--- src/rtl/dfd_apb2mmr_mc_pkg.sv ---
// Shared types and sizing helpers for the DFD APB-to-MMR multi-channel bridge.
package dfd_apb2mmr_mc_pkg;

  typedef enum logic [2:0] {
    ST_IDLE  = 3'd0,
    ST_DELAY = 3'd1,
    ST_ISSUE = 3'd2,
    ST_WAIT  = 3'd3,
    ST_RESP  = 3'd4
  } state_e;

  // Bits needed to hold the value max_val (never less than one).
  function automatic int cnt_width(input int max_val);
    int w;
    w = $clog2(max_val + 1);
    return (w < 1) ? 1 : w;
  endfunction

  // Bits needed to index n entries (never less than one).
  function automatic int idx_width(input int n);
    return (n <= 1) ? 1 : $clog2(n);
  endfunction

endpackage

--- src/rtl/dfd_apb_addr_decode.sv ---
// Combinational APB address decode: channel window select and slow-read address match.
module dfd_apb_addr_decode
  import dfd_apb2mmr_mc_pkg::*;
#(
  parameter int NUM_CH         = 4,
  parameter int APB_ADDR_WIDTH = 23,
  parameter int CH_WIN_BITS    = 12,
  parameter logic [NUM_CH*APB_ADDR_WIDTH-1:0] CH_BASE = {NUM_CH{{APB_ADDR_WIDTH{1'b0}}}},
  parameter int NUM_SLOW       = 2,
  parameter logic [NUM_SLOW*APB_ADDR_WIDTH-1:0] SLOW_ADDR = {NUM_SLOW{{APB_ADDR_WIDTH{1'b0}}}},
  localparam int IDX_W         = idx_width(NUM_CH)
) (
  input  logic [APB_ADDR_WIDTH-1:0] paddr,
  output logic [IDX_W-1:0]          ch_idx,
  output logic                      ch_hit,
  output logic                      slow_hit
);

  localparam int TAG_W = APB_ADDR_WIDTH - CH_WIN_BITS;

  // Window match walks from the top channel down so the lowest index wins on overlap.
  always_comb begin
    ch_idx   = {IDX_W{1'b0}};
    ch_hit   = 1'b0;
    slow_hit = 1'b0;
    for (int i = NUM_CH - 1; i >= 0; i--) begin
      if (paddr[APB_ADDR_WIDTH-1:CH_WIN_BITS] ==
          CH_BASE[i*APB_ADDR_WIDTH + CH_WIN_BITS +: TAG_W]) begin
        ch_idx = IDX_W'(i);
        ch_hit = 1'b1;
      end else begin
        ch_idx = ch_idx;
        ch_hit = ch_hit;
      end
    end
    for (int j = 0; j < NUM_SLOW; j++) begin
      slow_hit = slow_hit | (paddr == SLOW_ADDR[j*APB_ADDR_WIDTH +: APB_ADDR_WIDTH]);
    end
  end

endmodule

--- src/rtl/dfd_apb2mmr_mc.sv ---
// APB completer bridged onto NUM_CH MMR target windows with per-channel ack,
// delayed issue for slow reads and an ack timeout.
module dfd_apb2mmr_mc
  import dfd_apb2mmr_mc_pkg::*;
#(
  parameter int NUM_CH         = 4,
  parameter int DATA_WIDTH     = 64,
  parameter int APB_ADDR_WIDTH = 23,
  parameter int MMR_ADDR_WIDTH = 23,
  parameter int CH_WIN_BITS    = 12,
  parameter logic [NUM_CH*APB_ADDR_WIDTH-1:0] CH_BASE = {NUM_CH{{APB_ADDR_WIDTH{1'b0}}}},
  parameter int NUM_SLOW       = 2,
  parameter logic [NUM_SLOW*APB_ADDR_WIDTH-1:0] SLOW_ADDR = {NUM_SLOW{{APB_ADDR_WIDTH{1'b0}}}},
  parameter int SLOW_RD_DELAY  = 2,
  parameter int TIMEOUT_CYCLES = 64
) (
  input  logic                         clk,
  input  logic                         reset,
  input  logic [APB_ADDR_WIDTH-1:0]    paddr,
  input  logic                         psel,
  input  logic                         penable,
  input  logic                         pwrite,
  input  logic [DATA_WIDTH/8-1:0]      pstrb,
  input  logic [DATA_WIDTH-1:0]        pwdata,
  output logic                         pready,
  output logic [DATA_WIDTH-1:0]        prdata,
  output logic                         pslverr,
  output logic [NUM_CH-1:0]            CsrCs,
  output logic                         CsrWrEn,
  output logic [DATA_WIDTH/32-1:0]     CsrWrStrb,
  output logic [MMR_ADDR_WIDTH-1:0]    CsrAddr,
  output logic [DATA_WIDTH-1:0]        CsrWrData,
  input  logic [NUM_CH-1:0]            CsrAck,
  input  logic [NUM_CH-1:0]            CsrHit,
  input  logic [NUM_CH-1:0]            CsrError,
  input  logic [NUM_CH*DATA_WIDTH-1:0] CsrRdData,
  output logic                         err_miss,
  output logic                         err_timeout
);

  localparam int IDX_W = idx_width(NUM_CH);
  localparam int TO_W  = cnt_width(TIMEOUT_CYCLES);
  localparam int DLY_W = cnt_width(SLOW_RD_DELAY);
  localparam int LANES = DATA_WIDTH / 32;

  localparam logic [TO_W-1:0]  TO_ONE   = TO_W'(1);
  localparam logic [TO_W-1:0]  TO_LAST  = TO_W'(TIMEOUT_CYCLES - 1);
  localparam logic [DLY_W-1:0] DLY_ONE  = DLY_W'(1);
  localparam logic [DLY_W-1:0] DLY_LOAD = DLY_W'(SLOW_RD_DELAY);

  state_e                  state_r, state_next_s;
  logic [IDX_W-1:0]        dec_idx_s, ch_sel_s;
  logic                    dec_hit_s, dec_slow_s;
  logic                    start_s, ack_s, miss_s, tmo_s;
  logic [LANES-1:0]        lane_strb_s;
  logic [DATA_WIDTH-1:0]   rd_slice_s;

  logic [MMR_ADDR_WIDTH-1:0] addr_r;
  logic [DATA_WIDTH-1:0]     wdata_r;
  logic                      wr_r;
  logic [LANES-1:0]          strb_r;
  logic [IDX_W-1:0]          ch_r;
  logic [DLY_W-1:0]          dly_cnt_r;
  logic [TO_W-1:0]           to_cnt_r;
  logic [NUM_CH-1:0]         cs_r;
  logic                      pready_r, pslverr_r, err_miss_r, err_timeout_r;
  logic [DATA_WIDTH-1:0]     prdata_r;

  dfd_apb_addr_decode #(
    .NUM_CH         (NUM_CH),
    .APB_ADDR_WIDTH (APB_ADDR_WIDTH),
    .CH_WIN_BITS    (CH_WIN_BITS),
    .CH_BASE        (CH_BASE),
    .NUM_SLOW       (NUM_SLOW),
    .SLOW_ADDR      (SLOW_ADDR)
  ) u_decode (
    .paddr    (paddr),
    .ch_idx   (dec_idx_s),
    .ch_hit   (dec_hit_s),
    .slow_hit (dec_slow_s)
  );

  assign start_s    = psel & ~penable;
  assign ch_sel_s   = (state_r == ST_IDLE) ? dec_idx_s : ch_r;
  assign ack_s      = CsrAck[ch_r];
  assign rd_slice_s = CsrRdData[ch_r*DATA_WIDTH +: DATA_WIDTH];

  // A 32-bit lane is written only when all four of its byte strobes are set.
  always_comb begin
    lane_strb_s = {LANES{1'b0}};
    for (int i = 0; i < LANES; i++) begin
      lane_strb_s[i] = &pstrb[4*i +: 4];
    end
  end

  // Next-state decode with the miss and timeout qualifiers for the response.
  always_comb begin
    state_next_s = state_r;
    miss_s       = 1'b0;
    tmo_s        = 1'b0;
    case (state_r)
      ST_IDLE: begin
        if (!start_s) begin
          state_next_s = ST_IDLE;
        end else if (!dec_hit_s) begin
          state_next_s = ST_RESP;
          miss_s       = 1'b1;
        end else if (dec_slow_s && !pwrite) begin
          state_next_s = ST_DELAY;
        end else begin
          state_next_s = ST_ISSUE;
        end
      end
      ST_DELAY: begin
        if (!psel)                        state_next_s = ST_IDLE;
        else if (dly_cnt_r == DLY_ONE)    state_next_s = ST_ISSUE;
        else                              state_next_s = ST_DELAY;
      end
      ST_ISSUE: begin
        if (!psel)       state_next_s = ST_IDLE;
        else if (ack_s)  state_next_s = ST_RESP;
        else             state_next_s = ST_WAIT;
      end
      ST_WAIT: begin
        if (!psel) begin
          state_next_s = ST_IDLE;
        end else if (ack_s) begin
          state_next_s = ST_RESP;
        end else if (to_cnt_r == TO_LAST) begin
          state_next_s = ST_RESP;
          tmo_s        = 1'b1;
        end else begin
          state_next_s = ST_WAIT;
        end
      end
      ST_RESP: state_next_s = ST_IDLE;
      default: state_next_s = ST_IDLE;
    endcase
  end

  // State register.
  always_ff @(posedge clk) begin
    if (reset) state_r <= ST_IDLE;
    else       state_r <= state_next_s;
  end

  // Transfer capture: loaded at setup, cleared whenever the bridge returns to idle.
  always_ff @(posedge clk) begin
    if (reset || state_next_s == ST_IDLE) begin
      addr_r  <= {MMR_ADDR_WIDTH{1'b0}};
      wdata_r <= {DATA_WIDTH{1'b0}};
      wr_r    <= 1'b0;
      strb_r  <= {LANES{1'b0}};
      ch_r    <= {IDX_W{1'b0}};
    end else if (state_r == ST_IDLE) begin
      addr_r  <= paddr[MMR_ADDR_WIDTH-1:0];
      wdata_r <= pwdata;
      wr_r    <= pwrite;
      strb_r  <= lane_strb_s;
      ch_r    <= dec_idx_s;
    end
  end

  // Slow-read delay and ack-timeout counters; the issue cycle counts as the first wait cycle.
  always_ff @(posedge clk) begin
    if (reset) begin
      dly_cnt_r <= {DLY_W{1'b0}};
      to_cnt_r  <= {TO_W{1'b0}};
    end else begin
      if (state_r == ST_IDLE && state_next_s == ST_DELAY) dly_cnt_r <= DLY_LOAD;
      else if (state_next_s == ST_DELAY)                  dly_cnt_r <= dly_cnt_r - DLY_ONE;
      else                                                dly_cnt_r <= {DLY_W{1'b0}};
      if (state_next_s == ST_WAIT && state_r == ST_ISSUE) to_cnt_r <= TO_ONE;
      else if (state_next_s == ST_WAIT)                   to_cnt_r <= to_cnt_r + TO_ONE;
      else                                                to_cnt_r <= {TO_W{1'b0}};
    end
  end

  // Registered chip select and APB response, all set up on the edge entering their state.
  always_ff @(posedge clk) begin
    if (reset) begin
      cs_r          <= {NUM_CH{1'b0}};
      pready_r      <= 1'b0;
      prdata_r      <= {DATA_WIDTH{1'b0}};
      pslverr_r     <= 1'b0;
      err_miss_r    <= 1'b0;
      err_timeout_r <= 1'b0;
    end else begin
      cs_r          <= (state_next_s == ST_ISSUE) ? (NUM_CH'(1'b1) << ch_sel_s) : {NUM_CH{1'b0}};
      pready_r      <= (state_next_s == ST_RESP);
      err_miss_r    <= miss_s;
      err_timeout_r <= tmo_s;
      if (state_next_s == ST_RESP) begin
        prdata_r  <= (miss_s || tmo_s) ? {DATA_WIDTH{1'b0}} : rd_slice_s;
        pslverr_r <= miss_s | tmo_s | ~CsrHit[ch_r] | CsrError[ch_r];
      end else begin
        prdata_r  <= {DATA_WIDTH{1'b0}};
        pslverr_r <= 1'b0;
      end
    end
  end

  assign pready      = pready_r;
  assign prdata      = prdata_r;
  assign pslverr     = pslverr_r;
  assign err_miss    = err_miss_r;
  assign err_timeout = err_timeout_r;
  assign CsrCs       = cs_r;
  assign CsrWrEn     = wr_r;
  assign CsrWrStrb   = strb_r;
  assign CsrAddr     = addr_r;
  assign CsrWrData   = wdata_r;

endmodule

--- config.mk ---
export PLATFORM = sky130hd
export DESIGN_NAME = dfd_apb2mmr_mc
export DESIGN_NICKNAME = d
export VERILOG_FILES = /design/src/rtl/dfd_apb2mmr_mc_pkg.sv /design/src/rtl/dfd_apb_addr_decode.sv /design/src/rtl/dfd_apb2mmr_mc.sv
export SDC_FILE = /design/constraint.sdc
export NUM_CORES = 1
export LEC_CHECK = 0
export ABC_AREA = 1
export BUFFER_PORTS_ARGS = -buffer_cell sky130_fd_sc_hd__buf_2
export CORE_AREA = 2 2 205 207
export CTS_CLUSTER_DIAMETER = 100
export DETAILED_ROUTE_END_ITERATION = 7
export DIE_AREA = 0 0 207 209
export GPL_TIMING_DRIVEN = 0
export PLACE_DENSITY = 0.44
export SLEW_MARGIN = 20
export SYNTH_ARGS = -nofsm -noshare
export SYNTH_HDL_FRONTEND = slang
export SYNTH_SLANG_ARGS = --single-unit
--- constraint.sdc ---
create_clock -name clk -period 1.9 [get_ports clk]
set_input_delay 0.19 -clock clk [delete_from_list [all_inputs] [get_ports clk]]
set_output_delay 0.19 -clock clk [all_outputs]
set_load 0.05 [all_outputs]
==> reports/results.ini, run 1 <==
[route]
post_drt_wl_per_cell_um=19.4
ant_nets=0
route.detailed.vias_per_inst=4.34
detail_route.wirelength_mm=46.8
detail_route.drc_violations=0
metal1_wirelength_mm=17.5
met2RoutedLength_mm=24.1
detail_route.first_pass.iterations=6
met3_length_mm=3.13
via_count=10489
drt_iter0_drc=510
top_layer=met5

[synthesis]
synth-seq-cells=176
top_post_synthesis_cells_by_area=dfxtp_1 43%, nand2_1 26%, a32o_1 7.9%
synth_commonest_cells=564 x nand2_1, 176 x dfxtp_1, 93 x nor2_1
synthDominantCellAreaShare_pct=43.2
async_flop_share_pct=0
synth_sequential_area_ratio_pct=43.2
postSynthNetCount=1590
biggest_area_consumer_among_synthesized_cells=dfxtp_1
yosysWarnings=0
synth_flop_cell=dfxtp_1
post_synth.cell_area_avg_um2=6.68
synthesis.instances=1220
synth-edff-count=0
synthDistinctLibCells=32
syn-cell-area_um2=8150
yosysMostFrequentCell=nand2_1

[global_routing]
grtUsageTotal_pct=20.7
via_count_of_the_first_global_routing_pass=10452
wire_length_of_the_first_global_routing_pass_mm=66.1
antenna_found_initial=16
grt_max_degree=17
globalRoute.totalOverflow=0

[worst_setup_path]
regToRegEndpoint=CsrWrData[0]
critPathTopFamily=simple AND/OR/NAND/NOR gates
crit_path_frequent_cell=nand2_2
critical_path.max_fanout=5
critPathRequiredTime_ps=2270
critPathKind=reg -> reg
reg2reg_launch_point=to_cnt_r[1]
crit_arrival_ps=2220
setup.worst_path.start_class=register
cp_cell_sequence=ha_4 > nand2_4 > nor2_4 > nand2_2 > nand2_2 > nand2_2 > nand2_4 > nand3_2 > nand2_2 > nand3_4 > buf_12 > clkbuf_16 > nand2_1 > inv_2
cp_num_buf_inv=3
reg2regPathDepth=14
critical_path.startpoint=to_cnt_r[1]
crit_path_max_incr_delay_ps=350
crit_slowest_cell=dfxtp_2
worst-r2r-setup-slack_ps=50
critical_path_depth=14
end_kind=register
worst_setup_path_endpoint=CsrWrData[0]

[sta]
worstMarginPinSlew_ps=680
fin_worst_skew_ps=10.5
layout_min_cycle_time_ps=1850
slew_headroom_pct=54.6
finalSetupTns_ps=0
timing.final.hold_violations=0
grt_setup_unrepaired=yes
finalSetupViolations=0
layout_worst_path_cycle_share_pct=97.6
timing.fmax_mhz=539
final_report_max_slew_violation_count=0

[die]
die-area_um2=43300
rows=75
die_y_um=209
pin_count=530
initial_utilization_pct=19.7
design.core.area_um2=41300
fp.dieW_um=207

[placed_design]
post_dp_cell_area_um2=11500
detailed_place_hpwl_mm=37.7
dp.cells=2288
gp_congestion=0.971
numPortBuffers=529

[finish]
post_route_cells_drive_above_1_share_pct=41.8
num-nets-final=2222
syn2layout_area_growth_pct=67.4
final_area_um2=13600
layout.filler_cells=4681
instances_no_fill=2415

[clock_tree]
clk_pin_slew_worst_paths_ps=70
tritoncts=built
worst_skew_pair.late_latency_ps=460
cts-root-to-sink-buffers=2
cts-root-buf=clkbuf_16
clock_sinks=176
cts_buffers=17
cts_htree_levels=4

[power_and_ir_drop]
vdd.ir_drop.worst_uv=615
power.density_cell_area_nw_per_um2=655
static-leakage-power_nw=7.99
finalPower_w=0.00893

[flow_run]
timing.max_cap.violations=0

[outcome]
run_status=completed

[hold_path]
hold_path_class=in -> reg

## repair_timing
| action | CTS | global route |
|---|---|---|
| pin swaps | 4 | 11 |
| cloned | 1 | 8 |
| setup buffers | 11 | 5 |
| endpoints found under the setup margin | 159 | 153 |
| resized for setup | 40 | 189 |
| hold buffers | 60 | 0 |
| hold endpoints to repair | 62 | 0 |
## cell families after synthesis
group	synth area share (%)
AO/OA/AOI/OAI	13.4
AND/OR/NAND/NOR	32.2
buffers and inverters	10.5
XOR/XNOR	0.323
flip-flops	43.2
adder cells (fa/ha/maj)	0.307
## registers in the layout, indices dropped and copies added, names as in the netlist
signal,cells
CsrWrData,64
prdata,64
CsrAddr,23
to_cnt_r,7
CsrCs,4
state_r,3
CsrWrStrb,2
ch_r,2
dly_cnt_r,2
CsrWrEn,1
err_miss,1
err_timeout,1
pready,1
pslverr,1
## worst min-delay path by stage
stage	startpoint	endpoint	cells after the start
global route	pwdata[29]	CsrWrData[29]	5
floorplan	reset	err_miss	1
global placement	dly_cnt_r[0]	dly_cnt_r[0]	1
finish	pwdata[8]	CsrWrData[8]	5
CTS	pwrite	CsrWrEn	5
detailed placement	dly_cnt_r[0]	dly_cnt_r[0]	1
## through the flow
step	hold WS, ps	util [%]	worst slack [ps]
floorplan	262	-	220
global placement	414	27.8	-648
detailed placement	424	27.8	-666
CTS	0.237	31.1	5.23
global route	33.1	33.0	-71.1
finish	46.8	33.0	45.7
## worst reg2reg max path, delay by kind of cell (launching register included)
kind | cells | cell delay (ps)
flip-flops | 1 | 350
AND/OR/NAND/NOR | 10 | 860
adder cells (fa/ha/maj) | 1 | 150
buffers and inverters | 3 | 400
## where the power goes
group	switching [W]	total [W]	internal (W)
clock network	0.00158	0.00352	0.00194
logic	0.000934	0.00160	0.000662
registers	0.0000405	0.00381	0.00377
## layout by cell type, fill, tap and decap left out, drive strengths merged, types with 12 or more instances in the layout
cell type,count
a32o,64
nor2,96
clkbuf,92
diode,12
nand2,568
buf,566
inv,127
dlygate4sd3,60
a21oi,65
o21ai,16
dfxtp,176
## area by class of cell
class / count / area [um2] / area share, %
timing repair buffer: 614 / 3600 / 26.4
clock buffer: 27 / 503 / 3.69
multi-input combinational: 839 / 4290 / 31.4
sequential: 176 / 3530 / 25.9
clock inverter: 4 / 51.3 / 0.376
buffer: 77 / 484 / 3.55
antenna: 12 / 30.0 / 0.220
inverter: 127 / 489 / 3.59
tap: 539 / 674 / 4.94
## layer usage
layer / up-vias / global-route usage, %
met5: - / 0
met4: 2 / 11.0
met3: 83 / 6.04
met2: 446 / 37.8
met1: 4881 / 21.3
li1: 5077 / -
Power figures use the tool's default switching activity.
==> run 2: changes to the inputs <==
clock period = 2.4 ns   (was 1.9 ns; I/O delays follow)
==> run 2 against run 1 <==
Net effect: global-route usage down 0.26 points; non-clock buffer count down 83; clock skew about the same; first-iteration DRC count up 17%; power down 23%; maximum frequency down 20%; clock power down 21%; die area unchanged; critical path depth down 7; wire length down 3.1%; critical path type unchanged; largest cell class unchanged; largest power group unchanged; highest routed layer unchanged.
==> reports/results.ini, run 2 (synthesis gave the netlist of run 1 again) <==
[placed_design]
detailed_place_hpwl_mm=37.7  ; unchanged
numPortBuffers=529  ; unchanged
post-place-ws_ps=-166  ; +500 ps
gp_congestion=0.971  ; unchanged

[route]
drt_iter0_drc=597  ; +17%
metal1_wirelength_mm=17.2  ; -1.8%
detail_route.drc_violations=0  ; unchanged
detail_route.wirelength_mm=45.4  ; -3.1%
detail_route.first_pass.iterations=5  ; -1
top_layer=met5
ant_nets=0  ; unchanged
met2RoutedLength_mm=22.9  ; -5.2%
met3_length_mm=3.31  ; +5.9%
route.detailed.vias_per_inst=4.32  ; -0.63%
via_count=10065  ; -4.0%
post_drt_wl_per_cell_um=19.4  ; +0.37%

[sta]
worstMarginPinSlew_ps=717  ; +36.7 ps
fin_worst_skew_ps=10.3  ; -0.232 ps
timing.final.hold_violations=0  ; unchanged
layout_worst_path_cycle_share_pct=96.1  ; -1.5 points
finalWorstSetupSlack_ps=92.9  ; +47.2 ps
finalSetupTns_ps=0  ; unchanged
timing.fmax_mhz=433  ; -20%
slew_headroom_pct=52.2  ; -2.4 points
grt_setup_unrepaired=no
finalSetupViolations=0  ; unchanged
layout_min_cycle_time_ps=2310  ; +453 ps
final_report_max_slew_violation_count=0  ; unchanged

[global_routing]
globalRoute.totalOverflow=0  ; unchanged
grt_max_degree=17  ; unchanged
antenna_found_initial=17  ; +1
grtUsageTotal_pct=20.4  ; -0.26 points
wire_length_of_the_first_global_routing_pass_mm=64.9  ; -1.8%
via_count_of_the_first_global_routing_pass=10049  ; -3.9%

[die]
rows=75  ; unchanged
design.core.area_um2=41300  ; unchanged
initial_utilization_pct=19.7  ; unchanged
die-area_um2=43300  ; unchanged
pin_count=530  ; unchanged
fp.dieW_um=207  ; unchanged
die_y_um=209  ; unchanged

[clock_tree]
tritoncts=built
cts_buffers=17  ; unchanged
cts_htree_levels=4  ; unchanged
clk_pin_slew_worst_paths_ps=70  ; about the same
cts-root-buf=clkbuf_16
postCtsSetupBuffers=0  ; -11
clock_sinks=176  ; unchanged
cts-root-to-sink-buffers=2  ; unchanged
worst_skew_pair.late_latency_ps=460  ; about the same

[hold_path]
hold_path_startpoint=pwdata[19]
hold_path_class=in -> reg
hold-path-endpoint=CsrWrData[19]
hold-path-cell-count=5  ; unchanged

[worst_setup_path]
worst-r2r-setup-slack_ps=90  ; +50 ps
reg2reg_launch_point=ch_r[0]
setup.worst_path.start_class=register
critical_path.max_fanout=10  ; +5
end_kind=register
cp_num_buf_inv=4  ; +1
crit_slowest_cell=buf_1
crit_path_max_incr_delay_ps=590  ; +240 ps
cp_cell_sequence=buf_4 > inv_4 > buf_2 > buf_1 > nand2_1 > o221ai_1 > a31oi_1
critPathKind=reg -> reg
reg2regPathDepth=7  ; -7
critPathRequiredTime_ps=2720  ; +450 ps
crit_arrival_ps=2630  ; +410 ps
regToRegEndpoint=pslverr
critPathTopFamily=buffers and inverters

[power_and_ir_drop]
static-leakage-power_nw=7.08  ; -11%
vdd.ir_drop.worst_uv=483  ; -21%
power.density_cell_area_nw_per_um2=569  ; -13%

[flow_run]
timing.max_cap.violations=0  ; unchanged

[finish]
num-nets-final=2139  ; -3.7%
layout.filler_cells=4801  ; +2.6%
leading_cell_types_in_the_layout_fill_and_taps_excluded=564 x nand2_1, 537 x buf_2, 176 x dfxtp_1
finish.utilization_pct=29.2  ; -3.8 points
syn2layout_area_growth_pct=48.1
post_route_cells_drive_above_1_share_pct=34.6  ; -7.1 points
final_common_cell=nand2_1

[outcome]
run_status=completed

## run 2: cell count changes in the layout (fill, tap and decap cells not counted), moves of 5 or more
cell | before | now
dlygate4sd3_1 | 60 | 1
nand2_2 | 37 | 4
inv_2 | 59 | 33
buf_4 | 19 | 1
nand3_1 | 4 | 9
clkbuf_1 | 45 | 59
clkbuf_2 | 14 | 2
nand2_1 | 482 | 564
buf_12 | 6 | 0
buf_6 | 2 | 9
nand2_4 | 49 | 0
inv_1 | 66 | 92
clkbuf_16 | 25 | 17
## run 2: what timing repair did
| action | CTS | global route |
|---|---|---|
| setup endpoints to repair | 2 | 0 |
| endpoints found under the hold margin | 3 | 0 |
| resized for setup | 2 | 0 |
| hold buffers | 1 | 0 |
## run 2: per-stage QoR
stage          cells  total power [W]  hold slack (ps)  area [um2]
2_1_floorplan   1220          0.00362              312        8150
5_1_grt         2331          0.00718             35.8       12100
3_5_place_dp    2288          0.00415              424       11500
6_report        2332          0.00686             46.9       12100
3_3_place_gp    2288          0.00415              414       11500
4_1_cts         2320          0.00699             7.45       12000
## run 2: power by group
group / internal (W) / leakage, nW / total, W / switching, W
clock network: 0.00154 / 0.268 / 0.00278 / 0.00125
registers: 0.00299 / 1.43 / 0.00302 / 0.0000319
logic: 0.000403 / 5.39 / 0.00106 / 0.000656
## run 2: area by class of cell
type	count	area (um2)	share of cell area, %
diodes	12	30.0	0.249
plain buffers	78	377	3.12
clock buffers	27	503	4.17
clock inverters	4	51.3	0.425
inverters	127	482	3.99
multi-input cells	839	3770	31.2
flip-flops and latches	176	3520	29.2
well taps	539	674	5.59
repair buffers	530	2660	22.0
## run 2: worst register-to-register path: cells and delay by family, from the launching register on
kind	cells	cell delay (ps)
buf+inv	4	1200
compound gates	2	570
flops	1	300
simple gates	1	100
## run 2: metal layers
metal | vias up | track usage, %
met5 | - | 0
li1 | 4905 | -
met1 | 4620 | 21.2
met2 | 456 | 36.6
met3 | 80 | 6.33
met4 | 4 | 11.4
## run 2: worst max path at each step
stage	cells after the start	slack, ps	from	to
final	7	90	ch_r[0]	pslverr
after global routing	6	50	ch_r[0]	pslverr
after CTS	7	60	ch_r[0]	pslverr
after detailed placement	6	-170	ch_r[0]	pslverr
after global placement	6	-150	ch_r[0]	pslverr
after floorplan	14	720	to_cnt_r[0]	CsrAddr[22]
==> run 3: changes to the inputs <==
REMOVE_ABC_BUFFERS = 1   (was default)
==> run 3 against run 2 <==
Net effect: wire length shrank 19%; sequential share of layout area shrank 0.11 points; largest cell class unchanged; power grew 1.9%; first-iteration DRC count shrank 5.4%; largest power group unchanged; maximum frequency grew 6.4%.
==> reports/results.ini, run 3 (synthesis gave the netlist of run 1 again) <==
[global_routing]
globalRoute.totalOverflow=0  ; unchanged
wire_length_of_the_first_global_routing_pass_mm=55.2  ; -15%
grtUsageTotal_pct=16.7  ; -3.7 points
via_count_of_the_first_global_routing_pass=9294  ; -7.5%
antenna_found_initial=4  ; -13
grt_max_degree=111  ; +94

[worst_setup_path]
end_kind=register
critPathKind=reg -> reg
crit_path_max_incr_delay_ps=360  ; -230 ps
setup.worst_path.start_class=register
crit_slowest_cell=dfxtp_4
crit_arrival_ps=2520  ; -110 ps
critPathRequiredTime_ps=2750  ; +30 ps
critical_path.max_fanout=68  ; +58
cp_cell_sequence=buf_16 > inv_16 > nand2_1 > nand2_1 > nand2_1 > nand2_2 > nor2_4 > nand2_1 > nand3_1 > nand2_2 > nand3_4 > buf_16 > nand2_1 > inv_1
crit_path_frequent_cell=nand2_1

[power_and_ir_drop]
vdd.ir_drop.worst_uv=486  ; +0.45%
finalPower_w=0.00699  ; +1.9%
power.density_cell_area_nw_per_um2=576  ; +1.4%
static-leakage-power_nw=7.16  ; +1.1%

[placed_design]
gp_congestion=0.895  ; -7.8%
post-place-ws_ps=-1230  ; -1060 ps
dp.cells=2215  ; -3.2%
detailed_place_hpwl_mm=25.3  ; -33%
numPortBuffers=529  ; unchanged

[finish]
multi_input_area_um2=3870  ; +2.7%
instances_no_fill=2267  ; -2.8%
final_common_cell=nand2_1
num-nets-final=2082  ; -2.7%
syn2layout_area_growth_pct=48.9
layout.filler_cells=4664  ; -2.9%
layout.area.seq_um2=3530  ; +0.14%
leading_cell_types_in_the_layout_fill_and_taps_excluded=562 x nand2_1, 529 x buf_2, 174 x dfxtp_1
post_route_cells_drive_above_1_share_pct=36.5  ; +1.8 points

[die]
rows=75  ; unchanged
die-area_um2=43300  ; unchanged
die_y_um=209  ; unchanged
pin_count=530  ; unchanged
initial_utilization_pct=19.7  ; unchanged
design.core.area_um2=41300  ; unchanged
fp.dieW_um=207  ; unchanged

[sta]
timing.fmax_mhz=461  ; +6.4%
timing.final.hold_violations=0  ; unchanged
worstMarginPinSlew_ps=697  ; -20.0 ps
finalSetupViolations=0  ; unchanged
fin_worst_skew_ps=10.9  ; +0.614 ps
finalWorstSetupSlack_ps=232  ; +139 ps
final_report_max_slew_violation_count=0  ; unchanged
grt_setup_unrepaired=no
layout_min_cycle_time_ps=2170  ; -139 ps
slew_headroom_pct=53.5  ; +1.3 points
hold-worst-slack_ps=55.2  ; +8.38 ps
layout_worst_path_cycle_share_pct=90.3  ; -5.8 points

[clock_tree]
clock_sinks=176  ; unchanged
worst_skew_pair.late_latency_ps=460  ; about the same
cts-root-buf=clkbuf_16
tritoncts=built
cts_buffers=17  ; unchanged
clk_pin_slew_worst_paths_ps=70  ; about the same
cts-root-to-sink-buffers=2  ; unchanged
cts_htree_levels=4  ; unchanged

[route]
via_count=9477  ; -5.8%
ant_nets=0  ; unchanged
detail_route.drc_violations=0  ; unchanged
detail_route.wirelength_mm=36.8  ; -19%
post_drt_wl_per_cell_um=16.2  ; -17%
route.detailed.vias_per_inst=4.18  ; -3.1%
drt_iter0_drc=565  ; -5.4%
detail_route.first_pass.iterations=5  ; unchanged

[hold_path]
hold_path_class=in -> reg

[outcome]
run_status=completed

[flow_run]
timing.max_cap.violations=0  ; unchanged

run 3: path summary, 6_finish.rpt:
path,depth (start not counted),endpoint,slack (ps),from
max,14,CsrWrData[56],230,ch_r[0]
min,5,CsrWrData[17],60,pwdata[17]
max reg2reg,14,CsrWrData[56],230,ch_r[0]
min reg2reg,1,dly_cnt_r[0],430,dly_cnt_r[0]
run 3: power breakdown:
part / internal (W) / leakage, nW / switching [W] / total, W
sequential: 0.00299 / 1.43 / 0.0000261 / 0.00301
combinational: 0.000401 / 5.44 / 0.000608 / 0.00101
clock: 0.00167 / 0.287 / 0.00130 / 0.00297
run 3: routing by layer:
metal | routed length [um] | share of wire (%) | vias to the layer above | global-route usage [%]
met4 | 623 | 1.7 | 0 | 5.32
met3 | 2790 | 7.6 | 34 | 5.94
met2 | 17400 | 47 | 301 | 27.1
met5 | 0 | 0 | - | 0
li1 | - | - | 4800 | -
met1 | 16000 | 43 | 4342 | 20.7
run 3: worst max-delay path, delay by kind of cell, from the launching register on:
kind	cells	cell delay, ps
AND/OR/NAND/NOR	10	1010
flip-flops	1	360
buffers and inverters	4	610
run 3: final cells by class:
cell class / count / share of cell area (%)
timing repair inverter: 2 / 0.144
multi-input combinational: 844 / 31.9
sequential: 176 / 29.1
antenna: 3 / 0.0619
timing repair buffer: 544 / 24.0
inverter: 127 / 4.27
tap: 539 / 5.56
clock inverter: 12 / 1.30
clock buffer: 20 / 3.68
run 3: stage by stage:
step | area (um2) | utilization (%) | setup TNS [ps]
3_3_place_gp | 11100 | 26.9 | -1003750
2_1_floorplan | 7770 | - | -487660
4_1_cts | 12100 | 29.3 | 0
5_1_grt | 12100 | 29.4 | 0
3_5_place_dp | 11300 | 27.3 | -158390
6_report | 12100 | 29.4 | 0
run 3: what timing repair did:
action / 4_1_cts / 5_1_grt
setup endpoints to repair: 169 / 110
cloned: 9 / 0
endpoints found under the hold margin: 3 / 0
hold buffers: 1 / 0
pin swaps: 3 / 1
gates resized for setup: 11 / 4
setup buffers: 5 / 2
